File: src/rtl/cfg_pkg.sv
// Shared configuration for the GEMM tile engine: lane default, controller
// state encoding and the saturating adder used by every MAC lane.
package cfg_pkg;

  localparam int LANES_DEFAULT = 4;
  localparam int SAT_W = 64;

  typedef enum logic [2:0] {
    ST_IDLE    = 3'd0,
    ST_PRELOAD = 3'd1,
    ST_ISSUE   = 3'd2,
    ST_DRAIN   = 3'd3,
    ST_WRITE   = 3'd4,
    ST_DONE    = 3'd5
  } gemm_state_e;

  // Operands arrive sign-extended to SAT_W, so the raw sum is exact; clamp to a w-bit range.
  function automatic logic signed [SAT_W-1:0] sat_add(
    input logic signed [SAT_W-1:0] a,
    input logic signed [SAT_W-1:0] b,
    input logic                    en,
    input int                      w = 32
  );
    logic signed [SAT_W-1:0] sum;
    logic signed [SAT_W-1:0] hi;
    logic signed [SAT_W-1:0] lo;
    logic signed [SAT_W-1:0] res;
    sum = a + b;
    hi  = (64'sd1 <<< (w - 1)) - 64'sd1;
    lo  = -hi - 64'sd1;
    if (en && (sum > hi)) begin
      res = hi;
    end else if (en && (sum < lo)) begin
      res = lo;
    end else begin
      res = sum;
    end
    return res;
  endfunction

endpackage

File: src/rtl/gemm_tile_seq_mac_lane.sv
// One MAC lane: signed DATA_W x DATA_W product folded into an ACC_W
// accumulator that can be cleared, preloaded or wrap/saturate-accumulated.
module mac_lane
  import cfg_pkg::*;
#(
  parameter int DATA_W = 8,
  parameter int ACC_W  = 32
) (
  input  logic                     clk,
  input  logic                     rst,
  input  logic                     clr,
  input  logic                     ld,
  input  logic                     add,
  input  logic                     sat,
  input  logic signed [DATA_W-1:0] a,
  input  logic signed [DATA_W-1:0] b,
  input  logic [ACC_W-1:0]         ld_val,
  output logic [ACC_W-1:0]         acc
);

  logic signed [2*DATA_W-1:0] a_x;
  logic signed [2*DATA_W-1:0] b_x;
  logic signed [2*DATA_W-1:0] prod;
  logic signed [SAT_W-1:0]    prod_x;
  logic signed [SAT_W-1:0]    acc_x;
  logic signed [SAT_W-1:0]    sum;

  assign a_x    = {{DATA_W{a[DATA_W-1]}}, a};
  assign b_x    = {{DATA_W{b[DATA_W-1]}}, b};
  assign prod   = a_x * b_x;
  assign prod_x = {{(SAT_W-2*DATA_W){prod[2*DATA_W-1]}}, prod};
  assign acc_x  = {{(SAT_W-ACC_W){acc[ACC_W-1]}}, acc};
  assign sum    = sat_add(acc_x, prod_x, sat, ACC_W);

  always_ff @(posedge clk or posedge rst) begin
    if (rst) begin
      acc <= '0;
    end else if (clr) begin
      acc <= '0;
    end else if (ld) begin
      acc <= ld_val;
    end else if (add) begin
      acc <= sum[ACC_W-1:0];
    end
  end

endmodule

File: src/rtl/gemm_tile_seq.sv
// Sequential GEMM tile engine: walks rows and LANES-wide column groups,
// streaming A/B over k and writing each finished group of C in one beat.
module gemm_tile_seq
  import cfg_pkg::*;
#(
  parameter int MAX_DIM = 16,
  parameter int DATA_W  = 8,
  parameter int ACC_W   = 32,
  parameter int LANES   = LANES_DEFAULT,
  localparam int DW = $clog2(MAX_DIM + 1),
  localparam int G  = MAX_DIM / LANES,
  localparam int AW = $clog2(MAX_DIM * MAX_DIM),
  localparam int BW = $clog2(MAX_DIM * G)
) (
  input  logic                      clk,
  input  logic                      rst,
  input  logic                      start,
  input  logic [DW-1:0]             m,
  input  logic [DW-1:0]             n,
  input  logic [DW-1:0]             k,
  input  logic                      accumulate,
  input  logic                      saturate,
  output logic                      busy,
  output logic                      done,
  output logic                      cfg_err,
  output logic                      compute_cycle,
  output logic                      a_re,
  output logic [AW-1:0]             a_raddr,
  input  logic [DATA_W-1:0]         a_rdata,
  output logic                      b_re,
  output logic [BW-1:0]             b_raddr,
  input  logic [LANES*DATA_W-1:0]   b_rdata,
  output logic                      c_re,
  output logic [BW-1:0]             c_raddr,
  input  logic [LANES*ACC_W-1:0]    c_rdata,
  output logic                      c_we,
  output logic [BW-1:0]             c_waddr,
  output logic [LANES-1:0]          c_wmask,
  output logic [LANES*ACC_W-1:0]    c_wdata
);

  localparam logic [DW-1:0] ZERO  = DW'(0);
  localparam logic [DW-1:0] ONE   = DW'(1);
  localparam logic [DW-1:0] MAX_D = DW'(MAX_DIM);

  gemm_state_e   state;
  logic [DW-1:0] m_r, n_r, k_r, ng_r;
  logic [DW-1:0] row, grp, kk;
  logic          acc_mode, sat_mode, rd_valid;

  logic          cfg_ok, launch, go_acc, last_grp, last_row, first;
  logic [DW-1:0] go_row, go_grp, ng_in;

  function automatic logic [AW-1:0] a_addr(input logic [DW-1:0] r, input logic [DW-1:0] c);
    return AW'(int'(r) * MAX_DIM + int'(c));
  endfunction

  function automatic logic [BW-1:0] g_addr(input logic [DW-1:0] r, input logic [DW-1:0] g);
    return BW'(int'(r) * G + int'(g));
  endfunction

  function automatic logic [LANES-1:0] lane_mask(input logic [DW-1:0] g, input logic [DW-1:0] cols);
    logic [LANES-1:0] msk;
    for (int j = 0; j < LANES; j++) begin
      msk[j] = ((int'(g) * LANES + j) < int'(cols));
    end
    return msk;
  endfunction

  // Start validation and next-group selection.
  always_comb begin
    cfg_ok   = (m != ZERO) && (m <= MAX_D) && (n != ZERO) && (n <= MAX_D) &&
               (k != ZERO) && (k <= MAX_D);
    ng_in    = DW'((int'(n) + LANES - 1) / LANES);
    last_grp = (grp == ng_r - ONE);
    last_row = (row == m_r - ONE);
    if (state == ST_IDLE) begin
      launch = start && cfg_ok;
      go_row = ZERO;
      go_grp = ZERO;
      go_acc = accumulate;
    end else if (state == ST_WRITE) begin
      launch = !(last_grp && last_row);
      go_row = last_grp ? row + ONE : row;
      go_grp = last_grp ? ZERO : grp + ONE;
      go_acc = acc_mode;
    end else begin
      launch = 1'b0;
      go_row = row;
      go_grp = grp;
      go_acc = acc_mode;
    end
  end

  // First ISSUE cycle of a group: nothing is in flight yet, so preload or clear here.
  assign first = (state == ST_ISSUE) && (kk == ZERO);

  always_ff @(posedge clk or posedge rst) begin
    if (rst) begin
      state         <= ST_IDLE;
      busy          <= 1'b0;
      done          <= 1'b0;
      cfg_err       <= 1'b0;
      compute_cycle <= 1'b0;
      a_re          <= 1'b0;
      b_re          <= 1'b0;
      c_re          <= 1'b0;
      c_we          <= 1'b0;
      a_raddr       <= '0;
      b_raddr       <= '0;
      c_raddr       <= '0;
      c_waddr       <= '0;
      c_wmask       <= '0;
      m_r           <= ZERO;
      n_r           <= ZERO;
      k_r           <= ZERO;
      ng_r          <= ZERO;
      row           <= ZERO;
      grp           <= ZERO;
      kk            <= ZERO;
      acc_mode      <= 1'b0;
      sat_mode      <= 1'b0;
      rd_valid      <= 1'b0;
    end else begin
      rd_valid <= a_re;
      case (state)
        ST_IDLE: begin
          done <= 1'b0;
          if (start && cfg_ok) begin
            cfg_err  <= 1'b0;
            busy     <= 1'b1;
            m_r      <= m;
            n_r      <= n;
            k_r      <= k;
            ng_r     <= ng_in;
            acc_mode <= accumulate;
            sat_mode <= saturate;
          end else if (start) begin
            cfg_err <= 1'b1;
            done    <= 1'b1;
          end
        end
        ST_PRELOAD: begin
          c_re          <= 1'b0;
          a_re          <= 1'b1;
          b_re          <= 1'b1;
          a_raddr       <= a_addr(row, ZERO);
          b_raddr       <= g_addr(ZERO, grp);
          compute_cycle <= 1'b1;
          state         <= ST_ISSUE;
        end
        ST_ISSUE: begin
          if (kk == k_r - ONE) begin
            a_re  <= 1'b0;
            b_re  <= 1'b0;
            state <= ST_DRAIN;
          end else begin
            kk      <= kk + ONE;
            a_raddr <= a_addr(row, kk + ONE);
            b_raddr <= g_addr(kk + ONE, grp);
          end
        end
        ST_DRAIN: begin
          compute_cycle <= 1'b0;
          c_we          <= 1'b1;
          c_waddr       <= g_addr(row, grp);
          c_wmask       <= lane_mask(grp, n_r);
          state         <= ST_WRITE;
        end
        ST_WRITE: begin
          c_we    <= 1'b0;
          c_wmask <= '0;
          if (last_grp && last_row) begin
            done  <= 1'b1;
            state <= ST_DONE;
          end
        end
        ST_DONE: begin
          done  <= 1'b0;
          busy  <= 1'b0;
          state <= ST_IDLE;
        end
        default: state <= ST_IDLE;
      endcase
      // Entering a group overrides the per-state defaults above.
      if (launch) begin
        row <= go_row;
        grp <= go_grp;
        kk  <= ZERO;
        if (go_acc) begin
          c_re    <= 1'b1;
          c_raddr <= g_addr(go_row, go_grp);
          state   <= ST_PRELOAD;
        end else begin
          a_re          <= 1'b1;
          b_re          <= 1'b1;
          a_raddr       <= a_addr(go_row, ZERO);
          b_raddr       <= g_addr(ZERO, go_grp);
          compute_cycle <= 1'b1;
          state         <= ST_ISSUE;
        end
      end
    end
  end

  for (genvar j = 0; j < LANES; j++) begin : g_lane
    mac_lane #(.DATA_W(DATA_W), .ACC_W(ACC_W)) u_lane (
      .clk    (clk),
      .rst    (rst),
      .clr    (first && !acc_mode),
      .ld     (first && acc_mode),
      .add    (rd_valid),
      .sat    (sat_mode),
      .a      (a_rdata),
      .b      (b_rdata[j*DATA_W +: DATA_W]),
      .ld_val (c_rdata[j*ACC_W +: ACC_W]),
      .acc    (c_wdata[j*ACC_W +: ACC_W])
    );
  end

endmodule

File: config.mk
export PLATFORM = sky130hd
export DESIGN_NAME = gemm_tile_seq
export DESIGN_NICKNAME = d
export VERILOG_FILES = /design/src/rtl/cfg_pkg.sv /design/src/rtl/gemm_tile_seq_mac_lane.sv /design/src/rtl/gemm_tile_seq.sv
export SDC_FILE = /design/constraint.sdc
export NUM_CORES = 2
export LEC_CHECK = 0
export CORE_ASPECT_RATIO = 2
export CORE_UTILIZATION = 33
export DETAILED_ROUTE_END_ITERATION = 8
export SYNTH_ARGS = -nofsm -noshare
export SYNTH_HDL_FRONTEND = slang
export SYNTH_SLANG_ARGS = --single-unit
File: constraint.sdc
create_clock -name clk -period 8.5 [get_ports clk]
set_input_delay 1.7 -clock clk [delete_from_list [all_inputs] [get_ports clk]]
set_output_delay 1.7 -clock clk [all_outputs]
set_load 0.005 [all_outputs]
==> flow_metrics.tcl <==
set metrics [dict create \
    hold_violations 0 \
    cp_max_fo 16 \
    cp_cell_sequence "clkdlybuf4s50_1, nand2_1, inv_1, fa_1, inv_1, fa_1, inv_1, buf_4, fa_1, fa_1, ha_1, ha_1, a21o_1, a21o_1, a21o_1, or4_1, o21a_1, xor2_1, or3_1, buf_4, a21boi_0, o21ai_0" \
    antenna_found_initial 12 \
    die_w_um 223 \
    io_buffers 353 \
    gp_congestion 0.919 \
    critPathRequiredTime_ns 8.99 \
    place_ws_ns -0.0199 \
    syn_area_per_cell_um2 9.60 \
    rsz0062_at_grt "false" \
    yosys_warnings 0 \
    grt_usage_pct 21.0 \
    cts_resized 0 \
    fmax_ghz 0.126 \
    cts_buffer_depth 3 \
    synthArstFlopShare_pct 100 \
    cp.depth 22 \
    syn_nets 4433 \
    r2r-start "g_lane[2].u_lane.acc[6]" \
    end_kind "flop" \
    drive_gt1_share_pct 5.51 \
    die_h_um 445 \
    multi_input_area_um2 25200 \
    cts_htree_levels 1 \
    core_area_um2 97300 \
    status "finished clean" \
    grt_max_degree 148 \
    cts_sinks 206 \
    rr_worst_depth 21 \
    wl_per_cell_um 20.4 \
    r2r_slack_ns 2.13 \
    synth-edff-count 0 \
    area_delta_synth_final_pct 19.8 \
    vias 25500 \
    setup_viol 0 \
    grt_pass1_vias 28300 \
    synth_top_area_share_pct 34.8 \
    yosysTopAreaCell "fa_1" \
    dp_hpwl_um 83500 \
    reg2reg_to "g_lane[2].u_lane.acc[12]" \
    root_buffer "clkbuf_16" \
    ys_seq_area_share_pct 15.9 \
    nNetsFinal 4780 \
    syn_area_um2 32400 \
    post_cts_buffers 0 \
    fin_crit_ns 7.91 \
    drc 0 \
    fillers 9651 \
    gr-total-overflow 0 \
    cap_viol_max_count 0 \
    grt_pass1_wl_um 160000 \
    cpMaxStageDelayCell "fa_1" \
    synth_cell_types 68 \
    synthCells 3372 \
    rows 162 \
    antenna_left 0 \
    initial_core_util_pct 33.3 \
    skew_ns 0.0293 \
    cpLargestDelayFamily "adder cells" \
    die_area_um2 99400 \
    wl_um 102000 \
    finalWorstSetupSlack_ns 0.594 \
    crit_arrival_ns 8.39 \
    regArea_um2 5150 \
    cp-endpoint "g_lane[0].u_lane.acc[22]" \
    setup.worst_path.start "b_rdata[2]" \
    synth_ff_type "dfrtp_1" \
    busiest_layer "met2" \
    cp_common_cell "fa_1" \
    cts_made_buffers 26 \
    ys_ff_latch 206 \
    drt_first_pass_iters 5 \
    drt_iter0_drc 1062 \
    path_buf_inv 6 \
    worst_slew_pin_slew_ns 1.20 \
    crit_path_start_kind "input pin" \
    crit_path_max_incr_delay_ns 0.55 \
    cts_hold_buffers 0 \
    cts_tree "yes" \
    use_met2_pct 39.4 \
    worst_hold_path_type "reg -> reg" \
    yosys-top-cells-count "fa_1, inv_1, nand2_1" \
    synth_most_common_cell "fa_1" \
    yosys-top-cells-area "fa_1, dfrtp_1, ha_1" \
    clkSlewWorstSetupHoldPaths_ns 0.06 \
    viasPerCell 5.12 \
    maxSlewHeadroom_pct 19.6 \
    io_pins 354 \
    grtUsageMet1_pct 22.6 \
    insertion_delay_ns 0.63 \
    grt_util_met3_pct 4.54 \
    fin_crit_sh_pct 93.0 \
    slew_viol_final 0 \
    critPathKind "in -> reg" \
]
[state kept, by name (all words and copies together), names as in the netlist, 3 cells and up]
signal,cells
b_raddr,6
grp,5
c_raddr,6
ng_r,4
n_r,5
state,3
c_wmask,4
c_waddr,6
row,5
g_lane.u_lane.acc,128
a_raddr,8
k_r,5
kk,5
m_r,5
[metal layers]
layer / share of wire [%] / routed length (µm)
met5: 0.12 / 126
met4: 4.0 / 4050
met3: 5.8 / 5900
met2: 53 / 54200
met1: 37 / 37400
[worst min path at each step]
stage,depth (start not counted),endpoint,slack (ns),start
after floorplan,0,rd_valid,0.40,a_re
after global placement,2,c_wmask[3],0.46,c_wmask[3]
after detailed placement,2,c_wmask[3],0.46,c_wmask[3]
after CTS,2,c_wmask[3],0.48,c_wmask[3]
after global routing,0,rd_valid,0.51,a_re
final,2,c_wmask[3],0.48,c_wmask[3]
[cells in the final DEF, fill, tap and decap left out, types with 9 or more instances in the layout]
master / Yosys / final
a211oi_1: 47 / 47
fa_1: 563 / 563
o21a_1: 14 / 14
nor4_1: 12 / 12
a21oi_1: 280 / 280
clkbuf_16: 0 / 27
o211ai_1: 14 / 14
nand4_1: 22 / 22
a31oi_1: 21 / 19
a22oi_1: 20 / 20
and3_1: 9 / 9
a21boi_0: 52 / 52
a21o_1: 62 / 62
and2_1: 140 / 135
nand2_1: 351 / 351
clkdlybuf4s50_1: 0 / 345
nor3_1: 29 / 28
dfrtp_1: 206 / 206
nand2b_1: 13 / 13
ha_1: 310 / 310
xnor2_1: 97 / 97
xor2_1: 64 / 64
o21ai_1: 55 / 55
nor2_1: 138 / 137
inv_1: 413 / 412
buf_12: 0 / 11
o21ai_0: 130 / 130
o21bai_1: 17 / 17
buf_4: 0 / 94
nand3_1: 42 / 42
mux2_2: 24 / 24
[kinds of logic (layout without fill, tap and decap cells)]
family / Yosys count / count (layout) / synth area share [%]
compound gates: 765 / 765 / 14.3
xor+xnor: 161 / 161 / 4.36
fa+ha+maj: 873 / 873 / 46.8
buf+inv: 557 / 924 / 6.50
flops: 206 / 206 / 15.9
mux: 30 / 30 / 1.02
other cells: 0 / 3 / 0
simple gates: 780 / 780 / 11.1
[tightest hold or removal path, cell delays in order, from the launching register on]
cell and delay [ns]:
dfrtp_1 0.35, nand2_1 0.05, nand2_1 0.05
[layout make-up]
type                    count  share of cell area (%)
multi-input cells        2609                    64.9
flip-flops and latches    206                    13.3
repair buffers            458                    11.4
inverters                 418                    4.07
well taps                1230                    3.97
clock buffers              35                    1.90
clock inverters            13                   0.439
diodes                      3                  0.0194
[stage by stage]
stage | util [%] | instance area (µm²) | instances | TNS (ns) | hold WS, ns
detailed placement | 38.9 | 37900 | 4921 | -0.0280 | 0.464
global route | 39.8 | 38800 | 4970 | 0 | 0.509
floorplan | - | 32400 | 3372 | 0 | 0.396
global placement | 38.9 | 37900 | 4921 | 0 | 0.455
CTS | 39.8 | 38800 | 4969 | 0 | 0.481
finish | 39.8 | 38800 | 4972 | 0 | 0.479
Power is left out: the tool's default activity adds up to more than one toggle a clock period on the data nets, which glitch-free logic cannot reach.
